File: src/rtl/hazard_pkg.sv
// Shared encodings and the scoreboard entry type for the pipeline hazard controller.
package hazard_pkg;

  localparam int SB_AW = 5;

  localparam logic [1:0] FWD_RF  = 2'd0;
  localparam logic [1:0] FWD_EXE = 2'd1;
  localparam logic [1:0] FWD_MEM = 2'd2;
  localparam logic [1:0] FWD_WB  = 2'd3;

  typedef struct packed {
    logic             v;
    logic             we;
    logic [SB_AW-1:0] dest;
    logic             ld;
  } sb_entry_t;

endpackage

File: src/rtl/hazard_dep_cmp.sv
// One scoreboard entry against one ID source operand; r0 never matches.
import hazard_pkg::*;

module hazard_dep_cmp #(
  parameter int REG_AW = 5
) (
  input  sb_entry_t         entry,
  input  logic [REG_AW-1:0] src,
  input  logic              src_use,
  output logic              match
);

  logic unused_ld;
  assign unused_ld = entry.ld;

  assign match = entry.v & entry.we & (entry.dest == SB_AW'(src)) &
                 (src != '0) & src_use;

endmodule

File: src/rtl/pipe_hazard_ctrl.sv
// Hazard, stall and flush controller beside the ID stage of the 5-stage pipeline.
// Build option: HAZARD_FWD_EN enables operand forwarding; without it every dependency stalls.
import hazard_pkg::*;

module pipe_hazard_ctrl #(
  parameter int REG_AW = 5,
  parameter int CNT_W  = 32
) (
  input  logic              clk,
  input  logic              reset,
  input  logic              id_valid,
  input  logic [REG_AW-1:0] id_src1,
  input  logic [REG_AW-1:0] id_src2,
  input  logic              id_use1,
  input  logic              id_use2,
  input  logic [REG_AW-1:0] id_dest,
  input  logic              id_gr_we,
  input  logic              id_is_load,
  input  logic              id_br_taken,
  output logic              pc_we,
  output logic              if_id_we,
  output logic              if_id_flush,
  output logic              id_exe_bubble,
  output logic              br_taken_ok,
  output logic [1:0]        fwd_sel1,
  output logic [1:0]        fwd_sel2,
  output logic [CNT_W-1:0]  stall_cnt,
  output logic [CNT_W-1:0]  flush_cnt
);

  // index 0 = EXE, 1 = MEM, 2 = WB
  sb_entry_t  sb [3];
  sb_entry_t  sb_in;
  logic [2:0] m1;
  logic [2:0] m2;
  logic       stall;
  logic       unused_wb_ld;

  assign unused_wb_ld = sb[2].ld;

  for (genvar g = 0; g < 3; g++) begin : g_cmp
    hazard_dep_cmp #(.REG_AW(REG_AW)) u_cmp1 (
      .entry(sb[g]), .src(id_src1), .src_use(id_use1), .match(m1[g])
    );
    hazard_dep_cmp #(.REG_AW(REG_AW)) u_cmp2 (
      .entry(sb[g]), .src(id_src2), .src_use(id_use2), .match(m2[g])
    );
  end

  always_comb begin
    fwd_sel1 = FWD_RF;
    fwd_sel2 = FWD_RF;
`ifdef HAZARD_FWD_EN
    stall = id_valid & (m1[0] | m2[0]) & sb[0].ld;
    if (m1[0])      fwd_sel1 = FWD_EXE;
    else if (m1[1]) fwd_sel1 = FWD_MEM;
    else if (m1[2]) fwd_sel1 = FWD_WB;
    if (m2[0])      fwd_sel2 = FWD_EXE;
    else if (m2[1]) fwd_sel2 = FWD_MEM;
    else if (m2[2]) fwd_sel2 = FWD_WB;
`else
    // No bypass paths: wait until the producer has retired past WB.
    stall = id_valid & ((|m1) | (|m2));
`endif
  end

  assign br_taken_ok   = id_br_taken & id_valid & ~stall;
  assign pc_we         = ~stall;
  assign if_id_we      = ~stall;
  assign if_id_flush   = br_taken_ok;
  assign id_exe_bubble = stall;

  always_comb begin
    sb_in.v    = id_valid & ~stall;
    sb_in.we   = id_gr_we;
    sb_in.dest = SB_AW'(id_dest);
    sb_in.ld   = id_is_load;
  end

  // The scoreboard never freezes; a stall simply shifts a bubble into EXE.
  always_ff @(posedge clk) begin
    if (reset) begin
      for (int i = 0; i < 3; i++) sb[i] <= '0;
      stall_cnt <= '0;
      flush_cnt <= '0;
    end else begin
      sb[2] <= sb[1];
      sb[1] <= sb[0];
      sb[0] <= sb_in;
      if (stall)       stall_cnt <= stall_cnt + CNT_W'(1);
      if (br_taken_ok) flush_cnt <= flush_cnt + CNT_W'(1);
    end
  end

endmodule

File: config.mk
export PLATFORM = sky130hd
export DESIGN_NAME = pipe_hazard_ctrl
export DESIGN_NICKNAME = d
export VERILOG_FILES = /design/src/rtl/hazard_pkg.sv /design/src/rtl/hazard_dep_cmp.sv /design/src/rtl/pipe_hazard_ctrl.sv
export SDC_FILE = /design/constraint.sdc
export NUM_CORES = 1
export LEC_CHECK = 0
export BUFFER_PORTS_ARGS = -buffer_cell sky130_fd_sc_hd__buf_2
export CORE_MARGIN = 2
export CORE_UTILIZATION = 55
export DETAILED_ROUTE_END_ITERATION = 6
export PLACE_DENSITY = 0.83
export REMOVE_ABC_BUFFERS = 1
export SLEW_MARGIN = 25
export SYNTH_ARGS = -nofsm -noshare
export SYNTH_HDL_FRONTEND = slang
export SYNTH_SLANG_ARGS = --single-unit
File: constraint.sdc
create_clock -name clk -period 4.6 [get_ports clk]
set_input_delay 0.46 -clock clk [delete_from_list [all_inputs] [get_ports clk]]
set_output_delay 0.46 -clock clk [all_outputs]
set_load 0.02 [all_outputs]
==> impl_summary.md, run 1 <==
Pwr
The total power after layout is 0.00133 W. For this design the static power due to leakage is 2.16 nW. The worst voltage drop across the vdd grid is 0.138 mV. The power per cell area is between 200 and 300 mW/mm^2.

Cells and area
In the final design database the tool counted 606 nets. The share of cells above drive strength 1 is 0.244. Leaving out fill and tap cells, the most frequent cell in the layout is sky130_fd_sc_hd__buf_2. The area growth from synthesis to layout is 13.3%. Fill cells in the final layout number 688. Leaving out fill and tap cells, the most frequent cells in the layout are sky130_fd_sc_hd__buf_2, sky130_fd_sc_hd__dfxtp_1, sky130_fd_sc_hd__nor2_1.

0 antenna diodes ended up in the layout.

Placement
The final HPWL from detailed placement is 7240 um. The number of I/O port buffers is 90. The final RePlAce weighted congestion is 0.831.

Synthesis
Yosys printed 0 warnings. The share of synthesized cell area in and, or, nand and nor gates is 0.323. Of the synthesized area, sequential elements account for 0.379. The synthesized-area fraction occupied by ao, oa, aoi and oai cells is 0.0897. The average size of a mapped cell is 8.79 sq um.

The portion of synthesized area spent on multiplexers is 0.0671. The synthesis-stage register bit count is between 80 and 90. The mapped netlist covers 0.00449 sq mm. The number of different library cells used by synthesis comes to 49.

For this run, asynchronously set or reset flops after synthesis account for 0. The largest family of logic cells by synthesized area is simple AND/OR/NAND/NOR gates. The adder-cell area share of the yosys netlist is 0.00557. In the synthesized netlist the dominant register cell turns out to be sky130_fd_sc_hd__dfxtp_1. The gate count after technology mapping is 511. The fraction of synthesized cell area in xor and xnor cells is 0.0858. The synthesized design contains 0 enable-type register cells.

STA
The relative slew slack is 0.340. In the final timing run, aggregate negative setup slack is 0 ns. The worst-case clock skew is 0.0152 ns.

The max-slew violation count is 0. The minimum clock period is 3.23 ns. The count of endpoints failing hold in the final timing report is 0. The final setup violation count is 0. At the pin with the least slew margin, the transition time is 0.986 ns. Dividing the final minimum period by the clock period gives 0.701. Derived from the worst setup path, the maximum achievable clock frequency is 0.310 GHz. Setup repair after global routing left no endpoint under its margin.

Die
The number of ports placed on the die boundary is 96. The die height is 94.4 um. For this configuration, the core starts out at a cell density of 0.575. Measured along the x axis, the die boundary spans 94.4 um. The die area is 0.00891 sq mm. The number of rows in the core area is 32. The core region is 0.00781 sq mm.

Critical path
The critical path runs through a total of 6 cells. At the worst endpoint, the required time is approximately 4.1 ns. The signal on the critical path passes through xor2_1 > nor4_1 > nand4_1 > a31oi_4 > o21ai_4 > buf_2. The highest fanout seen on the critical path is 46.

The slowest library cell on the worst path is sky130_fd_sc_hd__a31oi_4. The category of cells accounting for the largest share of critical-path delay is compound AO/OA/AOI/OAI gates. The length in cells of the worst reg-to-reg path is 7. The class of the most critical setup path is register to primary output. The critical path buffer and inverter count is 1. STA classifies the critical path startpoint as a register. The category of the worst setup path capture point is a primary output. The endpoint arrival time on the critical path is 2.77 ns. The critical path's largest stage delay is 0.69 ns.

CTS
In this run the clock root is driven by a sky130_fd_sc_hd__clkbuf_8. The latest clock arrival within the worst-skew pair is roughly 0.35 ns. The number of clock buffers added by TritonCTS is 9. Once the clock tree was built, the resizer swapped 0 gates to a different size.

Clock-pin slew was measured on the worst setup and hold paths at 0.08 ns. Once the clock tree was built, the setup fixing pass inserted 0 buffers. The CTS tree is yes. The number of buffers on the longest clock path is 2. The number of sinks on the clock net is 85. In this run the number of H-tree levels came out at 3.

Hold repair after CTS inserted 0 buffers.

Routing
Using the TritonRoute via totals, the vias-per-cell ratio works out to 5.86. The DRC marker count from the first detailed-route iteration is 174. The first detailed-routing pass ran for 4 iterations.

Wires add up to 10300 um. For this run, design rule violations remaining after detail routing come to 0. The vias after detailed routing is 4023. The number of nets still failing antenna checks after routing is 0. Dividing the detail-routed wire length by the instance count gives 15.0 um.

Global routing
The global-route wire length before repair is 17100 um. The total overflow reported by the global router is 0. For this run, the total global-route usage over all layers was measured as 0.240. Entering global routing, the biggest net connects 90 pins. The number of antenna violations at the first check in global routing was 0.

The number of global-route vias before repair is 3744.

Worst hold path
The cell depth of the worst hold path is 2. The class of the most critical hold timing path is primary input to register.

Job
The tool flagged a number of max-cap violations equal to 0.

Run status
The flow ran to the end, and the final reports show no timing, DRC or antenna violations.
-- report_power, final --
group          total [W]  switching (W)  leakage [nW]  internal (W)
clock network   0.000498       0.000253        0.0919      0.000245
registers       0.000752     0.00000839         0.688      0.000744
logic          0.0000801      0.0000500          1.38     0.0000301
total            0.00133       0.000311          2.16       0.00102
-- registers in the layout (all words and copies together) (netlist names) --
name,flops
stall_cnt,32
flush_cnt,32
sb,21
-- kinds of logic (layout without fill, tap and decap cells) --
family | after synthesis | count (layout)
compound gates | 54 | 54
xor+xnor | 44 | 44
fa+ha+maj | 2 | 2
buf+inv | 45 | 116
flops | 85 | 85
mux | 27 | 27
other cells | 1 | 4
simple gates | 253 | 253
-- final cells by class --
class,instances,area (sq um),share of cell area
flip-flops and latches,85,1700,0.334
clock buffers,10,128,0.0251
inverters,9,33.8,0.00664
clock inverters,5,52.6,0.0103
repair buffers,92,468,0.0919
multi-input cells,384,2580,0.507
well taps,102,128,0.0251
-- synthesized netlist by cell type, types with 11 or more instances --
library cell                n  area share
sky130_fd_sc_hd__nor2_1    49       0.041
sky130_fd_sc_hd__a21oi_1   18       0.020
sky130_fd_sc_hd__nor4_1    14       0.019
sky130_fd_sc_hd__or4_1     14       0.023
sky130_fd_sc_hd__nor2b_1   48       0.067
sky130_fd_sc_hd__and3_1    17       0.024
sky130_fd_sc_hd__dfxtp_1   85        0.38
sky130_fd_sc_hd__nand4_1   28       0.039
sky130_fd_sc_hd__mux2_2    25       0.063
sky130_fd_sc_hd__nand3_1   20       0.022
sky130_fd_sc_hd__nor3_1    11       0.012
sky130_fd_sc_hd__xnor2_1   17       0.033
sky130_fd_sc_hd__nand2_1   21       0.018
sky130_fd_sc_hd__clkbuf_1  18       0.015
sky130_fd_sc_hd__xor2_1    27       0.053
-- worst paths after layout --
path | from | endpoint | slack [ns]
min reg2reg | sb[0][14]$_SDFF_PP0_ | sb[0][22]$_SDFF_PP0_ | 0.49
max | sb[0][4]$_SDFF_PP0_ | if_id_we | 1.37
min | id_dest[0] | sb[0][1]$_SDFF_PP0_ | 0.32
max reg2reg | sb[0][4]$_SDFF_PP0_ | stall_cnt[20]$_SDFFE_PP0P_ | 1.60
-- layer usage --
| metal | routed length (um) | share of wire | track usage | vias to the layer above |
|---|---|---|---|---|
| li1 | - | - | - | 1963 |
| met1 | 4400 | 0.43 | 0.312 | 1917 |
| met2 | 5150 | 0.50 | 0.389 | 130 |
| met3 | 648 | 0.063 | 0.0583 | 13 |
| met4 | 119 | 0.012 | 0.0870 | 0 |
| met5 | 0 | 0 | 0 | - |
-- per-stage QoR --
step | worst slack [ns] | instance area, sq um | utilization | hold slack [ns] | instances
after detailed placement | 1.34 | 4910 | 0.629 | 0.477 | 672
after floorplan | 1.76 | 4310 | - | 0.457 | 478
final | 1.37 | 5090 | 0.652 | 0.321 | 687
after CTS | 1.35 | 5090 | 0.652 | 0.310 | 687
after global routing | 1.14 | 5090 | 0.652 | 0.315 | 687
after global placement | 1.37 | 4910 | 0.629 | 0.473 | 672
No activity file was read; power rests on OpenSTA's default activity.
==> run 2: changes to the inputs <==
--- a/config.mk
+++ b/config.mk
@@ -7,9 +7,9 @@
 export LEC_CHECK = 0
 export BUFFER_PORTS_ARGS = -buffer_cell sky130_fd_sc_hd__buf_2
 export CORE_MARGIN = 2
-export CORE_UTILIZATION = 55
+export CORE_UTILIZATION = 50
 export DETAILED_ROUTE_END_ITERATION = 6
-export PLACE_DENSITY = 0.83
+export PLACE_DENSITY = 0.8
 export REMOVE_ABC_BUFFERS = 1
 export SLEW_MARGIN = 25
 export SYNTH_ARGS = -nofsm -noshare
==> constraint.sdc (replaced) <==
create_clock -name clk -period 2.9 [get_ports clk]
set_input_delay 0.29 -clock clk [delete_from_list [all_inputs] [get_ports clk]]
set_output_delay 0.29 -clock clk [all_outputs]
set_load 0.02 [all_outputs]
==> run 2 against run 1 <==
  * First-iteration DRC count is 2.9% lower
  * Largest power group unchanged
  * Worst setup slack got worse by 1.1 ns
  * Sequential share of layout area is 0.85 points lower
  * Cell area up 2.6%
  * Final cell count increased by 2.3%
  * Register-to-register slack lost 1.3 ns
  * Clock power up 86%
  * Sequential power increased by 58%
  * Power is 69% higher
  * Core utilization shrank 5.3 points
  * Critical endpoint is now br_taken_ok
  * Die area increased by 9.6%
  * Count of clock-buffer cells in the layout is 1 higher
==> impl_summary.md, run 2 (synthesis gave the netlist of run 1 again) <==
STA
In this run the tightest slew margin relative to its limit is 0.326. The worst-case clock skew is 0.0135 ns. Setup repair after global routing left no endpoint under its margin.

The count of endpoints failing hold in the final timing report is 0. For the pin with the worst max-slew slack, the measured transition is between 1 and 1.5 ns. The final-layout worst hold slack is 0.154 ns. The minimum clock period is 2.59 ns. The post-route clock period utilization is 0.895.

Setup violations remaining at the end of the flow were counted as 0. The max-slew violation count is 0. Adding up every negative setup slack in the final design gives 0 ns. Timing would allow up to 0.385 GHz.

Global routing
The global-route wire length before repair is 17200 um. The global routing usage summed across all routing layers is 0.210. The number of antenna violations at the first check in global routing is 0.

The number of global-route vias before repair is about 3700. Entering global routing, the biggest net connects 104 pins. The total overflow reported by the global router is 0.

Pwr
Summed over all cells, the static leakage comes to 2.22 nW. The combinational share of power is 0.057. Of the total power, the share spent switching nets is 0.226. The part of the power in the clock network is 0.412. The share of total power dissipated in sequential elements is 0.530. Summed over all nets, the switching power comes to 0.000509 W.

Across the VDD grid, the largest voltage drop is 0.237 mV. The internal power of the cells totals 0.00174 W. Power spread over the standard cell area amounts to 431 mW/mm^2.

Routing
After detailed routing, the total wire length is a little over 10000 um. The vias per cell is 5.62. The number of nets still failing antenna checks after routing is 0. The total DRC errors in the routed layout is 0. For this block, the initial DRC count from the detailed router was between 150 and 200. The number of search-and-repair iterations in the first detailed-routing pass is 5.

The post-detailed-route wirelength per cell is 14.6 um. The detailed router placed 3949 vias in this run.

Die
The die area is 0.00976 sq mm. The initial core utilization is 0.515. In this run the vertical extent of the chip is 98.8 um. The core region is 0.00872 sq mm. The number of ports placed on the die boundary is 96. The floorplan has 34 rows.

The width of the die is 98.8 um.

Placement
The final HPWL from detailed placement is 7260 um. The post-place instance area is 0.00500 sq mm. Input and output buffers added on the ports amount to 90. Once placement completed, the tool counted placed cells totaling roughly 690. The final RePlAce weighted congestion is roughly 0.88.

Cells and area
The final-stage net count is 615. The largest registers in the layout are flush_cnt: 32 flops, stall_cnt: 32 flops, sb: 21 flops. Relative to the synthesized area, the layout overhead comes to 16.3%. The leading cell type in the layout, fill and taps excluded is sky130_fd_sc_hd__buf_2. In the final layout, the share of cells above drive strength 1 is 0.257. 0 antenna diodes ended up in the layout.

The area taken by multi-input logic gates is roughly 0.0026 sq mm. In the layout the commonest cells are sky130_fd_sc_hd__buf_2, sky130_fd_sc_hd__dfxtp_1, sky130_fd_sc_hd__nor2_1. The final non-filler cell total is 703. Fill cells in the final layout number 755. The cell area after layout is 0.00522 sq mm. The storage element area is around 0.0017 sq mm.

Critical path
The type of origin of the critical path is a register. Walking the worst path, the cells encountered are xor2_1 > nor4_1 > nand4_1 > a31oi_4 > buf_4 > nor3_4 > buf_2. Setup slack on the worst reg-to-reg path comes out at a little over 0.3 ns. Along the worst path, the maximum fanout reaches 11.

STA classifies the critical path endpoint as a primary output. Data arrives at the worst endpoint at 2.30 ns. The class of the most critical setup path is register to primary output. The category of cells accounting for the largest share of critical-path delay is simple AND/OR/NAND/NOR gates. The critical path buffer and inverter count is 2. For this design, the slowest cell found on the critical path is sky130_fd_sc_hd__a31oi_4. At the worst endpoint, the required time is 2.61 ns. The critical path's largest stage delay is ~0.38 ns.

Run status
The flow ran to the end, and the final reports show no timing, DRC or antenna violations.

CTS
After clock tree synthesis, the clock-pin slew on the worst setup and hold paths is 0.08 ns. The H-tree was split into 3 levels. The total clock buffers created by CTS is 9. The post-CTS setup-driven buffer insertion count is 0. For the worst-skew pair, the clock arrives at the later sink with an insertion delay of 0.34 ns. CTS placed an instance of sky130_fd_sc_hd__clkbuf_8 at the clock tree root. The clock passes through at most 2 buffers.

The clock drives 85 sinks. The post-cts sizing count is 0. After clock tree synthesis, the flow added hold-fix buffers numbering 0. TritonCTS built the clock tree.

Job
The number of maximum-capacitance violations is 0.

Worst hold path
The min-delay analysis places its worst path in the category primary input to register.
run 2: area by class of cell:
| cell class | count | area share |
|---|---|---|
| clock buffer | 11 | 0.0271 |
| clock inverter | 5 | 0.0161 |
| inverter | 9 | 0.00647 |
| multi-input combinational | 384 | 0.494 |
| sequential | 85 | 0.326 |
| tap | 108 | 0.0259 |
| timing repair buffer | 101 | 0.105 |
run 2: stage by stage:
step / util / power (W) / setup WS (ns)
3_5_place_dp: 0.573 / 0.00135 / 0.233
6_report: 0.599 / 0.00225 / 0.305
2_1_floorplan: - / 0.00128 / 0.280
5_1_grt: 0.599 / 0.00233 / 0.162
3_3_place_gp: 0.573 / 0.00134 / 0.281
4_1_cts: 0.599 / 0.00227 / 0.259
run 2: final timing paths:
kind	to	cells past startpoint	startpoint
max	br_taken_ok	7	sb[0][2]$_SDFF_PP0_
min reg2reg	sb[0][22]$_SDFF_PP0_	1	sb[0][14]$_SDFF_PP0_
max reg2reg	stall_cnt[20]$_SDFFE_PP0P_	8	sb[0][2]$_SDFF_PP0_
min	sb[0][3]$_SDFF_PP0_	2	id_dest[2]
run 2: routing by layer:
metal,GRT usage,share of wire,up-vias
li1,-,-,1971
met1,0.277,0.45,1862
met2,0.351,0.50,100
met3,0.0348,0.044,16
met4,0.0717,0.012,0
met5,0,0,-
run 2: power groups by stage:
stage               clock, W  combinational (W)  sequential (W)
floorplan                  0          0.0000619         0.00122
global placement           0           0.000124         0.00122
detailed placement         0           0.000129         0.00122
CTS                 0.000952           0.000129         0.00119
global route        0.000997           0.000141         0.00120
finish              0.000927           0.000129         0.00119
==> run 3: changes to the inputs <==
--- a/config.mk
+++ b/config.mk
@@ -7,9 +7,9 @@
 export LEC_CHECK = 0
 export BUFFER_PORTS_ARGS = -buffer_cell sky130_fd_sc_hd__buf_2
 export CORE_MARGIN = 2
-export CORE_UTILIZATION = 50
+export CORE_UTILIZATION = 55
 export DETAILED_ROUTE_END_ITERATION = 6
-export PLACE_DENSITY = 0.8
+export PLACE_DENSITY = 0.83
 export REMOVE_ABC_BUFFERS = 1
 export SLEW_MARGIN = 25
 export SYNTH_ARGS = -nofsm -noshare
==> constraint.sdc (replaced) <==
create_clock -name clk -period 3 [get_ports clk]
set_input_delay 0.3 -clock clk [delete_from_list [all_inputs] [get_ports clk]]
set_output_delay 0.3 -clock clk [all_outputs]
set_load 0.02 [all_outputs]
==> run 3 against run 2 <==
  * Via count increased by 0.53%
  * Critical endpoint is now pc_we
  * Critical path type unchanged
  * Highest routed layer unchanged
  * Flip-flop and latch count did not move
  * Die area down 8.7%
  * Wire length grew 0.18%
  * Non-clock buffer count is 3 higher
  * Count of clock-buffer cells in the layout down 1
  * Worst hold slack got worse by 0.020 ns
==> impl_summary.md, run 3 (synthesis gave the netlist of run 1 again) <==
Routing
Dividing the detail-routed via count by the number of cells gives 5.67. The vias after detailed routing is 3970. The detail route stage leaves a number of antenna-violating nets equal to 0. Summed over all layers, the routed wires come to about 10000 um. The total DRC errors in the routed layout is 0.

The DRC marker count from the first detailed-route iteration is 151. Dividing the detail-routed wire length by the instance count gives 14.7 um. The first TritonRoute pass finished after 4 iterations.

Pwr
The power per cell area is 406 mW/mm^2. The worst voltage drop across the vdd grid is 0.268 mV. The static leakage is 2.23 nW.

Placement
The post-placement cell count is just under 700. Input and output buffers added on the ports amount to 90. The final HPWL from detailed placement is 7200 um. At the end of routability-driven placement, the weighted congestion stood at 0.867.

The worst setup slack before clock tree synthesis is ~0.28 ns.

Die
From bottom edge to top edge, the die measures 94.4 um. The number of ports placed on the die boundary is 96. After floorplanning, the core was sized to cover between 0.007 and 0.008 sq mm. The floorplan has 32 rows. The floorplan step defined a die boundary enclosing 0.00891 sq mm.

The initial core utilization is 0.575. Measured along the x axis, the die boundary spans ~94 um.

STA
The max-slew violation count was 0. Setup slack on the critical path of the routed design comes to 0.223 ns. The slew at the pin closest to its max-slew limit is ~0.90 ns. The maximum clock frequency is ~0.36 GHz.

Headroom to the max-slew limit came out at 0.400. Setup repair after global routing left no endpoint under its margin. For the final database, setup skew stands at about 0.0095 ns. Setup violations remaining at the end of the flow were counted as 0. After layout, the minimum clock period comes to around 2.8 ns. For the final routed database, the setup TNS stands at 0 ns. Hold is met by approximately 0.13 ns. The post-route clock period utilization is 0.926.

The count of endpoints failing hold in the final timing report is 0.

CTS
The clock-pin slew on the worst setup and hold paths is 0.09 ns. The post-CTS setup-driven buffer insertion count is 0. The level count of the clock H-tree is 3. After clock tree synthesis, the flow added hold-fix buffers numbering 0. The cell sitting at the root of the clock tree is a sky130_fd_sc_hd__clkbuf_8. The total clock buffers created by CTS is 9. The number of buffers on the longest clock path is 2. Post-CTS repair changed the size of 0 cells. The CTS tree is yes. The latest clock arrival within the worst-skew pair is 0.37 ns. The clock drives 85 sinks.

Cells and area
In the final layout, the registers with the most flip-flops are flush_cnt: 32 flops, stall_cnt: 32 flops, sb: 21 flops. The area growth from synthesis to layout is 15.8%. The final-stage net count is about 620. The total inserted antenna cells is 0. The final non-filler cell total is 700. Of the cells placed in the final design, the portion with a size suffix greater than 1 is 0.263. The leading cell type in the layout, fill and taps excluded is sky130_fd_sc_hd__buf_2. In the layout the commonest cells are sky130_fd_sc_hd__buf_2, sky130_fd_sc_hd__dfxtp_1, sky130_fd_sc_hd__nor2_1.

Critical path
STA classifies the critical path startpoint as a register. The category of the worst setup path capture point is a primary output. In this run the worst path has a maximum fanout of between 40 and 50. The class of the most critical setup path is register to primary output.

The endpoint arrival time on the critical path is 2.48 ns. The required time reported for the critical path endpoint is 2.70 ns.

Global routing
Summed over all layers, the global routing overflow is 0. The number of global-route vias before repair is 3631. In the global route stage, overall resource usage came out at 0.233. Entering global routing, the biggest net connects slightly above 90 pins. The first global-routing pass estimated 16700 um of wire. The number of antenna violations at the first check in global routing is 0.

Job
The number of maximum-capacitance violations is 0.

Worst hold path
The class of the most critical hold timing path is primary input to register.

Run status
The flow ran to the end, and the final reports show no timing, DRC or antenna violations.
-- run 3: cell types whose count changed in the layout (fill, tap and decap cells not counted) --
| cell | before | now |
|---|---|---|
| sky130_fd_sc_hd__buf_12 | 1 | 0 |
| sky130_fd_sc_hd__clkbuf_1 | 1 | 0 |
| sky130_fd_sc_hd__buf_4 | 11 | 15 |
| sky130_fd_sc_hd__clkinvlp_4 | 2 | 0 |
| sky130_fd_sc_hd__bufinv_16 | 2 | 1 |
| sky130_fd_sc_hd__clkinv_4 | 1 | 2 |
| sky130_fd_sc_hd__clkinv_2 | 0 | 3 |
-- run 3: power breakdown --
part	internal [W]	switching, W	total [W]	leakage, nW
Combinational	0.0000483	0.0000756	0.000124	1.43
Sequential	0.00114	0.0000130	0.00115	0.688
Clock	0.000406	0.000428	0.000834	0.106
Total	0.00159	0.000517	0.00211	2.23
-- run 3: worst paths after layout --
| check | slack (ns) | start | cells past startpoint | to |
|---|---|---|---|---|
| setup / recovery | 0.22 | sb[0][12]$_SDFF_PP0_ | 7 | pc_we |
| hold / removal | 0.13 | id_dest[1] | 2 | sb[0][2]$_SDFF_PP0_ |
| setup reg to reg | 0.48 | sb[0][4]$_SDFF_PP0_ | 9 | flush_cnt[24]$_SDFFE_PP0P_ |
| hold reg to reg | 0.49 | sb[0][7]$_SDFF_PP0_ | 1 | sb[0][15]$_SDFF_PP0_ |
-- run 3: per-layer routing --
metal,global-route usage,wire (um)
met5,0,0
met4,0.104,197
met3,0.0519,579
met2,0.377,5050
met1,0.299,4460
-- run 3: final cells by class --
| cell class | instances | area [sq um] |
|---|---|---|
| clock buffers | 10 | 138 |
| clock inverters | 6 | 62.6 |
| fillers | 649 | 2610 |
| inverters | 9 | 33.8 |
| multi-input cells | 384 | 2580 |
| flip-flops and latches | 85 | 1700 |
| well taps | 102 | 128 |
| repair buffers | 104 | 558 |
-- run 3: critical path, stage by stage, from the launching register on --
cell,delay [ns]
sky130_fd_sc_hd__dfxtp_1,0.39
sky130_fd_sc_hd__xor2_1,0.21
sky130_fd_sc_hd__nor4_2,0.07
sky130_fd_sc_hd__nand4_1,0.15
sky130_fd_sc_hd__a31oi_4,0.13
sky130_fd_sc_hd__o21ai_4,0.73
sky130_fd_sc_hd__buf_4,0.25
sky130_fd_sc_hd__buf_2,0.16
-- run 3: stage by stage --
step                       util  power [W]  instance area [sq um]
after global placement    0.640    0.00130                   5000
after global routing      0.666    0.00219                   5200
after floorplan               -    0.00124                   4310
final                     0.666    0.00211                   5200
after detailed placement  0.640    0.00130                   5000
after CTS                 0.666    0.00213                   5200
